**src/rtl/ft_pkg.sv**
```systemverilog
`default_nettype none
// ============================================================================
// Module      : ft_pkg
// Description : Types and constants shared by the fault-tolerance blocks.
//               Provides the lockstep checker state encoding, the
//               write-back record compared between cores, and the width
//               of the mismatch counter.
// Ports       : none (package)
// Revision    : 1.0 - initial release
// ============================================================================
package ft_pkg;

  localparam int FT_ADDR_W    = 5;
  localparam int FT_DATA_W    = 32;
  localparam int FT_ERR_CNT_W = 8;

  typedef enum logic [1:0] {
    FT_MONITOR = 2'd0,
    FT_ERROR   = 2'd1,
    FT_RECOVER = 2'd2,
    FT_GUARD   = 2'd3
  } ft_chk_state_e;

  // One core's register-file write-back as seen in a single cycle.
  typedef struct packed {
    logic                 we;
    logic [FT_ADDR_W-1:0] waddr;
    logic [FT_DATA_W-1:0] wdata;
    logic [FT_DATA_W-1:0] pc;
  } ft_wb_t;

endpackage
`default_nettype wire

```
**src/rtl/ft_wb_compare.sv**
```systemverilog
`default_nettype none
// ============================================================================
// Module      : ft_wb_compare
// Description : Combinational comparison of two write-back records.
//               o_active is high when either core writes; o_mismatch is high
//               when active and any field (enable, address, data, PC)
//               differs. Kept separate so a TMR voter can reuse it.
// Ports       : i_a, i_b   - write-back records of the two cores
//               o_active   - at least one core is writing
//               o_mismatch - records disagree while active
// Revision    : 1.0 - initial release
// ============================================================================
module ft_wb_compare
  import ft_pkg::*;
(
  input  ft_wb_t i_a,
  input  ft_wb_t i_b,
  output logic   o_active,
  output logic   o_mismatch
);

  assign o_active   = i_a.we | i_b.we;
  // Whole-record inequality covers enable skew as well as field differences.
  assign o_mismatch = o_active & (i_a != i_b);

endmodule
`default_nettype wire

```
**config.mk**
```make
export PLATFORM = sky130hd
export DESIGN_NAME = ft_wb_compare
export DESIGN_NICKNAME = d
export VERILOG_FILES = /design/src/rtl/ft_pkg.sv /design/src/rtl/ft_wb_compare.sv
export SDC_FILE = /design/constraint.sdc
export NUM_CORES = 1
export LEC_CHECK = 0
export CORE_AREA = 5 5 82 54
export DETAILED_ROUTE_END_ITERATION = 12
export DIE_AREA = 0 0 87 59
export MAX_ROUTING_LAYER = met4
export PLACE_DENSITY = 0.95
export SLEW_MARGIN = 20
export SYNTH_ARGS = -nofsm -noshare
export SYNTH_HDL_FRONTEND = slang
export SYNTH_SLANG_ARGS = --single-unit
```
**constraint.sdc**
```tcl
create_clock -name vclk -period 2.95
set_clock_uncertainty 0.05 [all_clocks]
set_input_delay 0.295 -clock vclk [all_inputs]
set_output_delay 0.295 -clock vclk [all_outputs]
set_load 0.01 [all_outputs]
```
==> impl_results.md, run 1 <==
- Mean post-synth cell area: 7.461 µm²
- CTS Hold Bufs: 0
- Ranking of synthesized cells by area: xnor2_1 (50%), nand4_1 (10%), xor2_1 (9.7%)
- CORE AREA: 0.003552 mm²
- GR Overflow Total: 0
- Syn Nets: 250
- Post-CTS Repair Setup Buffers: 0
- Critical path required time: 2.61 ns
- Post_cts resized: 0
- Post-synthesis compound-gate area fraction: 0.1477
- Per-cell routed wire length: 13.81 µm
- Die area: 0.005133 mm²
- Synthesized area: 813.3 µm²
- LEAKAGE: 0.8219 nW
- Final hold violations: 0
- Syn Inst Count: 109
- Total GRT Usage: 0.1493
- Mux cell area share after synthesis: 0
- Dpl hpwl: 3999 µm
- RD Place Congestion: 0.8251
- Sequential share of the synthesized area: 0
- Yosys warns: 0
- Final ANT Viol Nets: 0
- Antenna violations before repair: 0
- Share of layout cells above drive strength 1: 0
- Area occupied by registers: 0 µm²
- Final wirelength: 4115 µm
- Share of the synthesized area in the top cell type: 0.4954
- Met1 usage: 0.1515
- Most Used Layer, Global Route: met2
- Maximum clock frequency: 0.3626 GHz
- Min-delay worst type: input pin to primary output
- I/O pin total: 142
- Final worst-path cycle share: 0.9348
- Pwr/cell area: 131.8 mW/mm²
- Port Buffers: 142
- Outcome: completed
- RSZ-0062 raised after global routing: false
- # clk buffers: 0
- Vert. Die Dim: 59 µm
- Max Transition Viols Final: 0
- Cell Rows: 17
- First-pass GRT wire length: 5996 µm
- Sequential cell count: 0
- Crit path DAT: 2.41 ns
- Placed Area: 0.002293 mm²
- Critical path capture point type: primary output
- Vias in the first global route: 1428
- Die width: 87 µm
- Worst Path Max Fanout: 1
- Design area: 0.002293 mm²
- Area Overhead vs Synth: 182.0%
- Adder-cell area share of the yosys netlist: 0.01538
- Worst slew margin: 0.7536
- # DRC: 0
- Met2 Usage GRT: 0.3038
- Initial Utilization: 0.2290
- Via count: 1309
- # setup viols final: 0
- Synth cell types: 15
- Yosys top cell by area: xnor2_1
- Largest net degree at the start of global routing: 3
- Sum Neg Setup Slack: 0 ns
- Startpoint types: input pin
- Largest family of logic cells by synthesized area: XOR/XNOR gates
- Maximum Capacitance Violations: 0
- Fin nets: 394
- Simple-gate share of the synthesized area: 0.1662
- Crit path kind: input pin to primary output
- Maximum vdd drop: 0.07735 mV
- GR met3 Demand/Resource: 0.02639
- Antenna diode count: 0
- Fillcell total: 313
- Initial DRC Count: 22
- Vias per cell: 4.393
- DR pass1 iterations: 4
- Xor/xnor share of the synthesized area: 0.5923
- Tightest Pin Transition: 0.3662 ns
- Crit path time final: 2.758 ns
critical path, cell delays in order:
cell,delay (ns)
clkdlybuf4s50_1,0.45
inv_1,0.04
ha_1,0.28
a211oi_1,0.21
nand4_1,0.14
nor4_1,0.32
a41oi_1,0.15
clkdlybuf4s50_1,0.52
cell usage in the layout (no fill, tap or decap), drive strengths merged:
cell	Yosys	layout
a211oi	1	1
a221oi	1	1
a222oi	1	1
a22oi	1	1
a2bb2oi	1	1
a41oi	1	1
clkdlybuf4s50	0	142
ha	1	1
inv	17	17
nand4	13	13
nor4	5	5
o22ai	4	4
o2bb2ai	5	5
or4	3	3
xnor2	46	46
xor2	9	9
where the power goes:
| part | switching (mW) | total [mW] | leakage, nW | internal (mW) |
|---|---|---|---|---|
| clock network | 0 | 0 | 0 | 0 |
| logic | 0.0783 | 0.302 | 0.822 | 0.224 |
| registers | 0 | 0 | 0 | 0 |
| total | 0.0783 | 0.302 | 0.822 | 0.224 |
metrics by stage:
stage | setup slack [ns] | std cells | utilization | power [mW] | hold WS, ns
2_1_floorplan | 1.224 | 109 | - | 0.08799 | 0.7796
3_3_place_gp | 0.1776 | 298 | 0.6457 | 0.2999 | 1.686
3_5_place_dp | 0.1719 | 298 | 0.6457 | 0.3041 | 1.670
4_1_cts | 0.1556 | 298 | 0.6457 | 0.3054 | 1.670
5_1_grt | 0.05254 | 298 | 0.6457 | 0.3250 | 1.727
6_report | 0.1923 | 298 | 0.6457 | 0.3023 | 1.660
final cells by class:
| class | count | area, µm² | share of cell area |
|---|---|---|---|
| Inverter | 17 | 63.81 | 0.02782 |
| Multi-Input combinational cell | 92 | 749.5 | 0.3268 |
| Timing Repair Buffer | 142 | 1421 | 0.6197 |
| Tap cell | 47 | 58.81 | 0.02564 |
cell families (layout without fill, tap and decap cells):
kind of cell,Yosys count,count (layout)
xor gates and xnor gates,55,55
and+or+nand+nor,21,21
buffers and inverters,17,159
AOI/OAI and AO/OA,15,15
adders and majority gates,1,1
Yosys cell counts:
cell type	count
nor4_1	5
inv_1	17
o22ai_1	4
or4_1	3
o2bb2ai_1	5
xnor2_1	46
a222oi_1	1
a211oi_1	1
xor2_1	9
ha_1	1
nand4_1	13
a41oi_1	1
a2bb2oi_1	1
a22oi_1	1
a221oi_1	1
metal layers:
metal | part of all wire | vias to the layer above
li1 | - | 673
met1 | 0.34 | 554
met2 | 0.52 | 76
met3 | 0.13 | 6
met4 | 0.012 | 0
met5 | 0 | -
final timing paths:
| kind | depth (start not counted) | from | end | slack [ns] |
|---|---|---|---|---|
| max | 8 | i_a[69] | o_mismatch | 0.19 |
| min | 5 | i_b[69] | o_active | 1.66 |
Note: power is estimated with default switching activity, not from simulation.
==> inputs of run 2 (changes only) <==
==> constraint.sdc (replaced) <==
create_clock -name vclk -period 3.4
set_clock_uncertainty 0.05 [all_clocks]
set_input_delay 0.34 -clock vclk [all_inputs]
set_output_delay 0.34 -clock vclk [all_outputs]
set_load 0.01 [all_outputs]
==> run 2 against run 1 <==
Against the previous run: sequential share of layout area unchanged; via count up 2.9%; first-iteration DRC count up 36%; final cell count unchanged; flip-flop and latch count unchanged; core utilization unchanged; critical path type unchanged; largest power group unchanged; highest routed layer unchanged.
==> impl_results.md, run 2 (synthesis gave the netlist of run 1 again) <==
- Psw: 0.06872 mW (-12%)
- Multi-input logic area: 749.5 µm² (unchanged)
- Vert. Die Dim: 59 µm (unchanged)
- I/O pin total: 142 (unchanged)
- Post_cts resized: 0 (unchanged)
- Pwr/cell area: 114.7 mW/mm² (-13%)
- Antenna violations before repair: 0 (unchanged)
- Total GRT Usage: 0.1487 (-0.0006031)
- GR Overflow Total: 0 (unchanged)
- Die area: 0.005133 mm² (unchanged)
- # DRC: 0 (unchanged)
- Most common cell after layout, fill and taps aside: clkdlybuf4s50_1
- # setup viols final: 0 (unchanged)
- Worst Path Max Fanout: 2 (+1)
- P_int: 0.1944 mW (-13%)
- CTS Hold Bufs: 0 (unchanged)
- Share of layout cells above drive strength 1: 0 (unchanged)
- Crit path time final: 2.855 ns
- Initial DRC Count: 30 (+36%)
- Maximum vdd drop: 0.06645 mV (-14%)
- Maximum Capacitance Violations: 0 (unchanged)
- Most frequent cells in the layout: clkdlybuf4s50_1 (142), xnor2_1 (46), inv_1 (17), nand4_1 (13), xor2_1 (9)
- Switching share of power: 0.2612 (+0.002141)
- Final wirelength: 4128 µm (+0.32%)
- Via count: 1347 (+2.9%)
- Outcome: completed
- RSZ-0062 raised after global routing: false
- CORE AREA: 0.003552 mm² (unchanged)
- Fin nets: 394 (unchanged)
- Post-CTS Repair Setup Buffers: 0 (unchanged)
- Port Buffers: 142 (unchanged)
- First-pass GRT wire length: 5982 µm (-0.23%)
- Clock power frac: 0 (unchanged)
- Cell Rows: 17 (unchanged)
- Vias in the first global route: 1431 (+0.21%)
- Tightest Pin Transition: 0.4121 ns (+0.04595 ns)
- Initial Utilization: 0.2290 (unchanged)
- Antenna diode count: 0 (unchanged)
- Final ANT Viol Nets: 0 (unchanged)
- Dpl hpwl: 4049 µm (+1.3%)
- Largest net degree at the start of global routing: 3 (unchanged)
- Sequential cell count: 0 (unchanged)
- Area Overhead vs Synth: 182.0% (unchanged)
- # clk buffers: 0 (unchanged)
- Crit path kind: input pin to primary output
- Maximum clock frequency: 0.3502 GHz
- Sequential Power Share: 0 (unchanged)
- Share of total power in combinational logic: 1.000 (about the same)
- Final worst-path cycle share: 0.8398
- Placed Area: 0.002293 mm² (unchanged)
- Min-delay worst type: input pin to primary output
- Final hold violations: 0 (unchanged)
- Sum Neg Setup Slack: 0 ns (unchanged)
- Fillcell total: 301 (-3.8%)
- DR pass1 iterations: 6 (+2)
- Critical path capture point type: primary output
- Startpoint types: input pin
- Area occupied by registers: 0 µm² (unchanged)
- Per-cell routed wire length: 13.85 µm (+0.32%)
- Design area: 0.002293 mm² (unchanged)
- Max Transition Viols Final: 0 (unchanged)
- Die width: 87 µm (unchanged)
- Worst slew margin: 0.7227 (-0.03092)
- LEAKAGE: 0.8219 nW (unchanged)
- RD Place Congestion: 0.8491 (+2.9%)
- Vias per cell: 4.520 (+2.9%)
- Crit path DAT: 2.47 ns (+0.06 ns)
- Critical path required time: 3.01 ns (+0.40 ns)
- Critical Path Sink: o_mismatch
- Critical Path Start: i_b[23]
run 2: layout make-up:
cell class,count,area share
inverter,17,0.02782
multi-input combinational,92,0.3268
tap,47,0.02564
timing repair buffer,142,0.6197
run 2: critical path, stage by stage:
cell             delay (ns)
clkdlybuf4s50_1        0.45
inv_1                  0.05
o2bb2ai_1              0.11
or4_1                  0.53
nor4_1                 0.31
a41oi_1                0.15
clkdlybuf4s50_1        0.52
run 2: layer usage:
layer  up-vias  global-route usage  share of wire
met5         -                   -              0
met4         0             0.01111         0.0070
met3         4             0.01944           0.11
met2        78              0.3027           0.52
met1       591              0.1589           0.37
li1        674                   -              -
run 2: worst min-delay path by stage:
stage	start	end	depth (start not counted)
global placement	i_b[69]	o_active	5
global route	i_b[69]	o_active	5
detailed placement	i_a[69]	o_active	5
floorplan	i_b[69]	o_active	3
finish	i_a[69]	o_active	5
CTS	i_a[69]	o_active	5
run 2: power groups by stage:
stage | Combinational (mW) | Sequential (mW) | Clock, mW
floorplan | 0.0763 | 0 | 0
global placement | 0.260 | 0 | 0
detailed placement | 0.264 | 0 | 0
CTS | 0.265 | 0 | 0
global route | 0.281 | 0 | 0
finish | 0.263 | 0 | 0
run 2: per-stage QoR:
stage | setup WS [ns] | hold WS, ns | std cells | total power [mW] | util
after floorplan | 1.584 | 0.8696 | 109 | 0.07635 | -
after global placement | 0.4849 | 1.772 | 298 | 0.2599 | 0.6457
after detailed placement | 0.4978 | 1.772 | 298 | 0.2644 | 0.6457
after CTS | 0.4979 | 1.773 | 298 | 0.2655 | 0.6457
after global routing | 0.4487 | 1.804 | 298 | 0.2809 | 0.6457
final | 0.5447 | 1.766 | 298 | 0.2631 | 0.6457
==> inputs of run 3 (changes only) <==
--- a/config.mk
+++ b/config.mk
@@ -5,11 +5,11 @@
 export SDC_FILE = /design/constraint.sdc
 export NUM_CORES = 1
 export LEC_CHECK = 0
-export CORE_AREA = 5 5 82 54
+export CORE_AREA = 5 5 85 56
 export DETAILED_ROUTE_END_ITERATION = 12
-export DIE_AREA = 0 0 87 59
+export DIE_AREA = 0 0 90 61
 export MAX_ROUTING_LAYER = met4
-export PLACE_DENSITY = 0.95
+export PLACE_DENSITY = 0.91
 export SLEW_MARGIN = 20
 export SYNTH_ARGS = -nofsm -noshare
 export SYNTH_HDL_FRONTEND = slang
==> constraint.sdc (replaced) <==
create_clock -name vclk -period 2.77
set_clock_uncertainty 0.05 [all_clocks]
set_input_delay 0.277 -clock vclk [all_inputs]
set_output_delay 0.277 -clock vclk [all_outputs]
set_load 0.01 [all_outputs]
==> run 3 against run 2 <==
Against the previous run: die area increased by 7.0%; first-iteration DRC count decreased by 40%; largest cell class unchanged; worst setup slack got worse by 0.33 ns; global-route usage decreased by 1.7 points; non-clock buffer count unchanged; routed wire length decreased by 4.8%; critical path depth increased by 1; count of clock-buffer cells in the layout unchanged; hold slack got worse by 0.34 ns; sequential share of layout area unchanged; total power increased by 22%; via count decreased by 1.7%.
==> impl_results.md, run 3 (synthesis gave the netlist of run 1 again) <==
- Port Buffers: 142 (unchanged)
- Initial DRC Count: 18 (-40%)
- Fin nets: 394 (unchanged)
- Critical Path Start: i_a[69]
- Worst setup margin: 0.2179 ns (-0.3269 ns)
- Max Transition Viols Final: 0 (unchanged)
- Hold Startpoint: i_b[69]
- Initial Utilization: 0.2087 (-0.02022)
- Most common cell after layout, fill and taps aside: clkdlybuf4s50_1
- Crit path kind: input pin to primary output
- # DRC: 0 (unchanged)
- Maximum clock frequency: 0.3918 GHz
- Vias in the first global route: 1325 (-7.4%)
- Final ANT Viol Nets: 0 (unchanged)
- Cell Rows: 18 (+1)
- Total GRT Usage: 0.1317 (-0.01695)
- Via count: 1324 (-1.7%)
- Tot Pwr: 0.3222 mW (+22%)
- Die width: 90 µm (+3.4%)
- Tightest Pin Transition: 0.4278 ns (+0.01564 ns)
- Hold Slack: 1.425 ns (-0.3410 ns)
- LEAKAGE: 0.8224 nW (about the same)
- # clk buffers: 0 (unchanged)
- Critical path capture point type: primary output
- Vert. Die Dim: 61 µm (+3.4%)
- Final wirelength: 3930 µm (-4.8%)
- Share of layout cells above drive strength 1: 0.007968 (+0.007968)
- Die area: 0.005490 mm² (+7.0%)
- Antenna violations before repair: 0 (unchanged)
- First-pass GRT wire length: 5789 µm (-3.2%)
- Startpoint types: input pin
- Vias per cell: 4.399 (-2.7%)
- CORE AREA: 0.003896 mm² (+9.7%)
- # setup viols final: 0 (unchanged)
- RSZ-0062 raised after global routing: false
- Maximum Capacitance Violations: 0 (unchanged)
- Sum Neg Setup Slack: 0 ns (unchanged)
- Final hold violations: 0 (unchanged)
- Area occupied by registers: 0 µm² (unchanged)
- Maximum vdd drop: 0.08143 mV (+23%)
- Outcome: completed
- Critical path required time: 2.44 ns (-0.57 ns)
- Min-delay worst type: input pin to primary output
- Worst Path Max Fanout: 1 (-1)
- Final worst-path cycle share: 0.9213
- Worst slew margin: 0.7122 (-0.01053)
- Most frequent cells in the layout: clkdlybuf4s50_1 (141), xnor2_1 (46), inv_1 (17), nand4_1 (13), xor2_1 (9)
- I/O pin total: 142 (unchanged)
- Per-cell routed wire length: 13.06 µm (-5.7%)
- Placed Area: 0.002297 mm² (+0.16%)
- Sequential cell count: 0 (unchanged)
- Crit path time final: 2.552 ns
- Dpl hpwl: 3832 µm (-5.4%)
- DR pass1 iterations: 4 (-2)
- Design area: 0.002307 mm² (+0.60%)
- Pre-CTS WS: -0.08704 ns (-0.5848 ns)
- Pwr/cell area: 139.7 mW/mm² (+22%)
- Hold Path Stages: 5 (unchanged)
- Antenna diode count: 0 (unchanged)
- Crit path DAT: 2.23 ns (-0.24 ns)
- RD Place Congestion: 0.7901 (-6.9%)
- Post-CTS Repair Setup Buffers: 0 (unchanged)
- Largest net degree at the start of global routing: 3 (unchanged)
- Area Overhead vs Synth: 183.7%
- GR Overflow Total: 0 (unchanged)
-- run 3: cell count changes in the layout (fill, tap and decap cells not counted) --
cell and change:
nor4_1 -1, clkdlybuf4s50_1 -1, nor4_2 +1, a211oi_2 +1, dlygate4sd2_1 +1, a211oi_1 -1
-- run 3: metrics by stage --
step                  util  std cells
global route        0.5922        301
global placement    0.5896        301
finish              0.5922        301
floorplan                -        109
CTS                 0.5909        301
detailed placement  0.5896        301
-- run 3: worst max-delay path, stage by stage --
cell             delay [ns]
clkdlybuf4s50_1        0.46
inv_1                  0.05
ha_1                   0.30
a211oi_2               0.19
nand4_1                0.14
nor4_2                 0.35
a41oi_1                0.14
dlygate4sd2_1          0.32
-- run 3: where the power goes --
group,switching [mW],internal [mW],leakage (nW),total (mW)
logic,0.0836,0.239,0.822,0.322
clock network,0,0,0,0
registers,0,0,0,0
-- run 3: metal layers --
metal | GRT usage | vias up | share of wire
met5 | - | - | 0
met4 | 0 | 0 | 0
met3 | 0.02230 | 0 | 0.093
met2 | 0.2510 | 71 | 0.51
met1 | 0.1579 | 581 | 0.39
li1 | - | 672 | -
-- run 3: worst paths after layout --
check / end / slack, ns
min: o_mismatch / 1.42
max: o_mismatch / 0.22
-- run 3: final cells by class --
cell class | count | area, µm²
fill | 364 | 1589
inverter | 17 | 63.81
multi-input combinational | 92 | 760.7
tap | 50 | 62.56
timing repair buffer | 142 | 1420
-- run 3: timing repair --
item,in CTS,in global routing
hold endpoints to repair,0,0
setup endpoints to repair,1,1
pin swaps,1,2
gates resized for setup,2,1
hold buffers,0,0
